<file path="src/rtl/alarm_pkg.sv">
// Shared types and default constants for the alarm-clock family of blocks.
package alarm_pkg;

  typedef enum logic [1:0] {
    IDLE   = 2'd0,
    RING   = 2'd1,
    SNOOZE = 2'd2
  } state_t;

  localparam int DEF_TONE_DIV      = 4;
  localparam int DEF_BEEP_LEN      = 8;
  localparam int DEF_SNOOZE_CYCLES = 32;
  localparam int DEF_TIMEOUT_BEEPS = 16;
  localparam int DEF_MAX_SNOOZE    = 3;
  localparam int SNOOZE_CNT_W      = 2;

  // Counter width for a bound, never narrower than one bit.
  function automatic int cnt_width(input int bound);
    return (bound > 1) ? $clog2(bound) : 1;
  endfunction

endpackage

</file>
<file path="src/rtl/alarm_tone_gen.sv">
// Square-wave tone source: toggles every TONE_DIV cycles, restarts high on clear.
module alarm_tone_gen
  import alarm_pkg::*;
#(
  parameter int TONE_DIV = DEF_TONE_DIV
) (
  input  logic clk,
  input  logic rst,
  input  logic clear,
  output logic tone
);

  localparam int CNT_W = cnt_width(TONE_DIV);

  logic [CNT_W-1:0] tone_cnt_reg;
  logic             tone_reg;

  always_ff @(posedge clk) begin
    if (rst) begin
      tone_cnt_reg <= '0;
      tone_reg     <= 1'b0;
    end else if (clear) begin
      tone_cnt_reg <= '0;
      tone_reg     <= 1'b1;
    end else if (tone_cnt_reg == CNT_W'(TONE_DIV - 1)) begin
      tone_cnt_reg <= '0;
      tone_reg     <= ~tone_reg;
    end else begin
      tone_cnt_reg <= tone_cnt_reg + CNT_W'(1);
    end
  end

  assign tone = tone_reg;

endmodule

</file>
<file path="src/rtl/alarm_buzzer_ctrl.sv">
// Alarm buzzer controller: turns an alarm match edge into a gated beep with
// snooze, dismiss and auto-timeout.
module alarm_buzzer_ctrl
  import alarm_pkg::*;
#(
  parameter int TONE_DIV      = DEF_TONE_DIV,
  parameter int BEEP_LEN      = DEF_BEEP_LEN,
  parameter int SNOOZE_CYCLES = DEF_SNOOZE_CYCLES,
  parameter int TIMEOUT_BEEPS = DEF_TIMEOUT_BEEPS,
  parameter int MAX_SNOOZE    = DEF_MAX_SNOOZE
) (
  input  logic                    clk,
  input  logic                    rst,
  input  logic                    alarm_in,
  input  logic                    snooze,
  input  logic                    dismiss,
  output logic                    buzzer,
  output logic                    ringing,
  output logic                    snoozed,
  output logic [SNOOZE_CNT_W-1:0] snooze_count
);

  localparam int BEEP_W   = cnt_width(2 * BEEP_LEN);
  localparam int PERIOD_W = cnt_width(TIMEOUT_BEEPS + 1);
  localparam int TIMER_W  = cnt_width(SNOOZE_CYCLES);

  state_t                  state_reg;
  logic                    alarm_d_reg;
  logic                    armed_reg;
  logic [BEEP_W-1:0]       beep_cnt_reg;
  logic [PERIOD_W-1:0]     period_cnt_reg;
  logic [TIMER_W-1:0]      snooze_timer_reg;
  logic [SNOOZE_CNT_W-1:0] snooze_count_reg;

  logic rise;
  logic beep_wrap;
  logic timeout_hit;
  logic can_snooze;
  logic tone;

  // armed_reg blocks a level that was already high across reset from
  // looking like a fresh edge; alarm_in must be seen low first.
  always_comb begin
    rise        = alarm_in & ~alarm_d_reg & armed_reg;
    beep_wrap   = (beep_cnt_reg == BEEP_W'(2 * BEEP_LEN - 1));
    timeout_hit = beep_wrap && (period_cnt_reg == PERIOD_W'(TIMEOUT_BEEPS - 1));
    can_snooze  = (snooze_count_reg < SNOOZE_CNT_W'(MAX_SNOOZE));
  end

  always_ff @(posedge clk) begin
    if (rst) begin
      state_reg        <= IDLE;
      alarm_d_reg      <= 1'b0;
      armed_reg        <= 1'b0;
      beep_cnt_reg     <= '0;
      period_cnt_reg   <= '0;
      snooze_timer_reg <= '0;
      snooze_count_reg <= '0;
    end else begin
      alarm_d_reg <= alarm_in;
      if (!alarm_in) armed_reg <= 1'b1;
      case (state_reg)
        IDLE: begin
          if (rise) begin
            state_reg      <= RING;
            beep_cnt_reg   <= '0;
            period_cnt_reg <= '0;
          end
        end
        RING: begin
          if (dismiss) begin
            state_reg        <= IDLE;
            snooze_count_reg <= '0;
          end else if (snooze && can_snooze) begin
            state_reg        <= SNOOZE;
            snooze_count_reg <= snooze_count_reg + SNOOZE_CNT_W'(1);
            snooze_timer_reg <= TIMER_W'(SNOOZE_CYCLES - 1);
          end else if (timeout_hit) begin
            state_reg        <= IDLE;
            snooze_count_reg <= '0;
          end else if (beep_wrap) begin
            beep_cnt_reg   <= '0;
            period_cnt_reg <= period_cnt_reg + PERIOD_W'(1);
          end else begin
            beep_cnt_reg <= beep_cnt_reg + BEEP_W'(1);
          end
        end
        SNOOZE: begin
          if (dismiss) begin
            state_reg        <= IDLE;
            snooze_count_reg <= '0;
          end else if (snooze_timer_reg == '0) begin
            state_reg      <= RING;
            beep_cnt_reg   <= '0;
            period_cnt_reg <= '0;
          end else begin
            snooze_timer_reg <= snooze_timer_reg - TIMER_W'(1);
          end
        end
        default: state_reg <= IDLE;
      endcase
    end
  end

  // Holding the tone generator in clear outside RING makes every RING entry
  // start on a fresh high half-period.
  alarm_tone_gen #(
    .TONE_DIV(TONE_DIV)
  ) u_tone (
    .clk  (clk),
    .rst  (rst),
    .clear(state_reg != RING),
    .tone (tone)
  );

  assign ringing      = (state_reg == RING);
  assign snoozed      = (state_reg == SNOOZE);
  assign buzzer       = ringing & tone & (beep_cnt_reg < BEEP_W'(BEEP_LEN));
  assign snooze_count = snooze_count_reg;

endmodule

</file>
<file path="config.mk">
export PLATFORM = sky130hd
export DESIGN_NAME = alarm_buzzer_ctrl
export DESIGN_NICKNAME = d
export VERILOG_FILES = /design/src/rtl/alarm_pkg.sv /design/src/rtl/alarm_tone_gen.sv /design/src/rtl/alarm_buzzer_ctrl.sv
export SDC_FILE = /design/constraint.sdc
export NUM_CORES = 1
export LEC_CHECK = 0
export ABC_CLOCK_PERIOD_IN_PS = 1900
export CAP_MARGIN = 10
export CORE_MARGIN = 3
export CORE_UTILIZATION = 50
export DETAILED_ROUTE_END_ITERATION = 10
export GPL_TIMING_DRIVEN = 0
export PLACE_DENSITY = 0.8
export SYNTH_ARGS = -nofsm -noshare
export SYNTH_HDL_FRONTEND = slang
export SYNTH_SLANG_ARGS = --single-unit
export TNS_END_PERCENT = 50
</file>
<file path="constraint.sdc">
create_clock -name clk -period 1.9 [get_ports clk]
set_input_delay 0.19 -clock clk [delete_from_list [all_inputs] [get_ports clk]]
set_output_delay 0.19 -clock clk [all_outputs]
set_load 0.005 [all_outputs]
</file>
### Word-level counts from Yosys, hierarchy flattened

Cells that the tools add are included.

| operators by class | value |
|---|---|
| add/sub/neg operators | 5 |
| order comparisons | 2 |
| eq/ne operators | 18 |
| mux-type cells | 34 |
| bitwise logic cells | 6 |
| reductions and logical operators | 13 |

Operator list:

| kind | number |
|---|---|
| 2-to-1 mux 5 bit | 11 |
| 2-to-1 mux 4 bit | 7 |
| 2-to-1 mux 2 bit | 9 |
| case mux 5 bit (3 select lines) | 1 |
| != test 2 bit (second input constant) | 7 |
| case mux 4 bit (3 select lines) | 1 |
| case mux 5 bit (2 select lines) | 1 |
| != test 2 x 1 -> 1 bit (second input constant) | 4 |
| AND reduction 8 bit | 1 |
| AND reduction 7 bit | 1 |
| case mux 2 bit (3 select lines) | 1 |
| AND reduction 3 bit | 2 |
| adder 5 x 1 -> 5 bit (second input constant) | 1 |
| == test 5 x 4 -> 1 bit (second input constant) | 1 |
| zero test 5 bit | 1 |
| AND reduction 5 bit | 1 |
| subtractor 5 x 1 -> 5 bit (second input constant) | 1 |
| adder 2 x 1 -> 2 bit (second input constant) | 2 |
| adder 4 x 1 -> 4 bit (second input constant) | 1 |
| bitwise AND 1 bit | 4 |
| == test 2 bit (second input constant) | 2 |
| == test 4 bit (second input constant) | 1 |
| less-than comparator 4 bit (second input constant) | 1 |
| != test 4 x 2 -> 1 bit (second input constant) | 1 |
| 11 further kinds | 15 |

| word-level totals | value |
|---|---|
| bits in registers | 23 |
| input bits | 5 |
| output and inout port bits | 5 |
| logic and storage cells | 87 |

### Depth between registers and ports, before layout

| logic depth | value |
|---|---|
| depth in word-level cells | 6 |
| depth in mapped cells | 7 |
| mapped depth without buffers | 6 |

### By module

From an unflattened synthesis, not the netlist that was laid out.

| second synthesis, totals | value |
|---|---|
| cell total of the unflattened synthesis | 134 |
| area, all modules | 1,206.2 µm² |

Modules (own cells, without submodules):

| module | instances | cells each | area an instance (µm²) | sequential area each (µm²) |
|---|---|---|---|---|
| alarm_buzzer_ctrl | 1 | 125 | 1,101.1 | 400.4 |
| alarm_tone_gen | 1 | 9 | 105.1 | 60.1 |

### Least setup slack after synthesis

Ideal clock, no wire load.

| timing path | value |
|---|---|
| path kind | register -> register |
| start | register period_cnt_reg[0] |
| end | register beep_cnt_reg[2] |
| setup time | 0.069 ns |
| data arrival time | 1.923 ns |
| data required time | 1.831 ns |
| path slack | -0.092 ns |
| stages on the path, launching flop included | 8 |
| path buffers | 1 |
| period minus slack after synthesis | 1.992 ns |
| cell sequence | dfxtp_1 ha_1 and3_1 ha_1 a2111o_1 buf_6 or4b_1 o21ai_1 |

| between the ends | value |
|---|---|
| longest elaborated chain between the ends | 4 |

RTL lines:

| element | RTL line | text |
|---|---|---|
| start: declaration | alarm_buzzer_ctrl.sv:31 | `logic [PERIOD_W-1:0] period_cnt_reg;` |
| start signal: assignment | alarm_buzzer_ctrl.sv:83 | `period_cnt_reg <= period_cnt_reg + PERIOD_W'(1);` |
| == test 5 x 4 -> 1 bit | alarm_buzzer_ctrl.sv:46 | `timeout_hit = beep_wrap && (period_cnt_reg == PERIOD_W'(TIMEOUT_BEEPS - 1));` |
| logical AND 1 bit | alarm_buzzer_ctrl.sv:46 |  |
| != test 2 bit (no line) | - |  |
| AND reduction 7 bit (no line) | - |  |
| end signal: assignment | alarm_buzzer_ctrl.sv:85 | `beep_cnt_reg <= beep_cnt_reg + BEEP_W'(1);` |
| end: declaration | alarm_buzzer_ctrl.sv:30 | `logic [BEEP_W-1:0] beep_cnt_reg;` |

Every way passes these cells.
A chain may end at the register's enable or synchronous reset.

### Worst setup path in the final report

Ends and elaborated chain as after synthesis.

==> impl_metrics.yaml <==
status:
  status: "complete, but fails checks"
  violations: "setup timing"
worst_setup_path:
  crit_fanout: 7
  reg2reg_depth: 7
  cp.required_ns: 2.16
  cp-start-kind: "flop"
  end_kind: "flop"
  crit_type: "reg -> reg"
  arrival_ns: 2.21
synthesis:
  synth_async_sr_flop_share: 0
  synthCells: 131
  yosysTopAreaCellShare: 0.3907
  synth_area_sq_um: 1179
  synth-seq-cells: 23
  syn_avg_cell_area_sq_um: 8.997
  synth_top_cell_by_area: "dfxtp_1"
  ys.flop_type: "dfxtp_1"
  synth_edf_count: 0
  synth_fp_nets: 142
  ys_warn_count: 0
  ys_top_cells_by_area: "dfxtp_1 (39%), ha_1 (6.4%), a21oi_1 (5.5%)"
  synth.distinct_cells: 45
  yosysSeqAreaShare: 0.3907
floorplanning:
  die_x_um: 54.55
  die_area_sq_um: 2976
  ios: 10
  initial_core_util: 0.5607
  die_h_um: 54.55
  placeableCoreArea_sq_um: 2102
  rows: 16
clock_network:
  cts_buffer_depth: 2
  root_buffer: "clkbuf_4"
  clock_latency_ns: 0.31
  h-tree-depth: 1
  cts_made_buffers: 3
  numClockSinks: 23
  postCtsHoldBufs: 0
  cts_tree: "done"
  clk_pin_slew_worst_paths_ns: 0.12
routing:
  drt_iter0_drc: 44
  met3_length_um: 112
  avgRoutedWirePerCell_um: 15.71
  routed.top_layer: "met4"
  ant_nets: 0
  remaining_drc_errors: 0
  first_pass_iters: 4
  wl_met1_um: 1294
  num_vias: 1072
  wl_met2_um: 1309
  wl_um: 2780
  via_per_inst: 6.056
grt:
  grtUsageTotal: 0.2103
  grt_pass1_wl_um: 4498
  antenna_found_initial: 0
  grt_overflow: 0
  grt_pass1_vias: 1023
  grt_max_degree: 13
placement:
  place.port_buffers: 7
  placed_cells: 165
  place.gp.congestion: 0.7620
  hpwl_um: 1811
  post-place-ws_ns: -0.1633
  detailed_place.area_sq_um: 1318
cells_and_area:
  syn_to_final_growth_pct: 23.99
  fillCellCount: 163
  seqCellArea_sq_um: 469.2
  final_cells: 177
  layout.nets: 162
  utilization: 0.6952
  drive_gt1_frac: 0.2333
  n_antenna_cell: 0
  final_area_sq_um: 1461
  multiInputGateArea_sq_um: 721.9
sta:
  post-route-min-period_ns: 1.955
  hold_ws_ns: 0.3917
  finalSetupTns_ns: -0.1160
  tightest_slew_ns: 0.5162
  fin_crit_sh: 1.029
  finalSetupViolations: 4
  slew_viol_final: 0
  fin_skew_ns: 0.001249
  worst_slack_ns: -0.05498
  max_freq_mhz: 511.5
  max_slew_margin: 0.6558
  hold_viol: 0
  rsz0062_at_grt: "yes"
job:
  max_cap_viol_count: 0
min_path:
  hp-class: "in -> reg"
  whs_path_depth: 3
power:
  power_uw: 814.5
  peakVddDrop_mv: 0.4124
  power.density_nw_per_um2: 557.3
  p_leak_nw: 0.5533
-- repair_timing --
action | CTS | global route
setup endpoints to repair | 8 | 11
gates resized for setup | 10 | 6
hold endpoints to repair | 0 | 0
pin swaps | 1 | 1
buffers inserted | 7 | 1
-- cells in the final DEF, fill, tap and decap left out, types with 4 or more instances in the layout --
| master | synthesis | final |
|---|---|---|
| a21oi_1 | 13 | 12 |
| buf_4 | 0 | 8 |
| clkbuf_1 | 4 | 4 |
| clkdlybuf4s50_1 | 0 | 6 |
| dfxtp_1 | 23 | 18 |
| dfxtp_2 | 0 | 4 |
| inv_1 | 6 | 6 |
| nand2_1 | 8 | 8 |
| nand2b_1 | 7 | 6 |
| nand3_1 | 4 | 4 |
| nor2_1 | 6 | 6 |
| nor2b_1 | 4 | 4 |
| nor3_1 | 4 | 4 |
-- metal layers --
| layer | GRT usage | vias to the layer above |
|---|---|---|
| met5 | 0 | - |
| met1 | 0.2795 | 515 |
| met4 | 0.07469 | 0 |
| met2 | 0.3486 | 27 |
| li1 | - | 523 |
| met3 | 0.02452 | 7 |
-- cell type report --
class | instances | area share
clock buffer | 4 | 0.01798
tap | 27 | 0.02312
sequential | 23 | 0.3211
inverter | 7 | 0.02055
buffer | 7 | 0.03510
timing repair buffer | 15 | 0.08819
multi-input combinational | 94 | 0.4940
-- power breakdown --
part           internal, mW  leakage (nW)  switching (mW)
Clock                0.0821        0.0150           0.148
Combinational        0.0382         0.349          0.0492
Sequential            0.490         0.189         0.00686
Total                 0.610         0.553           0.205
-- synthesized netlist by cell type (2+ instances only) --
| cell type | instances |
|---|---|
| a2111o_1 | 2 |
| a21bo_2 | 2 |
| a21oi_1 | 13 |
| a221oi_1 | 2 |
| a31oi_1 | 2 |
| and3_1 | 3 |
| buf_6 | 2 |
| clkbuf_1 | 4 |
| dfxtp_1 | 23 |
| ha_1 | 6 |
| inv_1 | 6 |
| nand2_1 | 8 |
| nand2b_1 | 7 |
| nand3_1 | 4 |
| nor2_1 | 6 |
| nor2b_1 | 4 |
| nor3_1 | 4 |
| nor3b_1 | 2 |
| o21a_1 | 2 |
| o32ai_1 | 3 |
| or2_2 | 2 |
-- worst max-delay path: stages (launching register included) --
cell      delay, ns
dfxtp_4        0.38
ha_4           0.15
and3_4         0.18
ha_4           0.15
a2111o_1       0.37
buf_6          0.14
or4b_1         0.46
o21ai_1        0.08
-- worst paths after layout --
path                          start                endpoint  slack, ns
max reg2reg       period_cnt_reg[0]         beep_cnt_reg[2]      -0.05
min                             rst       period_cnt_reg[1]       0.39
max               period_cnt_reg[0]         beep_cnt_reg[2]      -0.05
min reg2reg  u_tone.tone_cnt_reg[0]  u_tone.tone_cnt_reg[0]       0.44
-- cell families (layout without fill, tap and decap cells) --
family / Yosys count / after routing / synth area share
AND/OR/NAND/NOR: 48 / 48 / 0.2420
XOR/XNOR: 1 / 1 / 0.007432
AO/OA/AOI/OAI: 39 / 39 / 0.2389
adder cells (fa/ha/maj): 6 / 6 / 0.06369
flip-flops: 23 / 23 / 0.3907
buffers and inverters: 14 / 33 / 0.05731
Note: power is estimated with default switching activity, not from simulation.
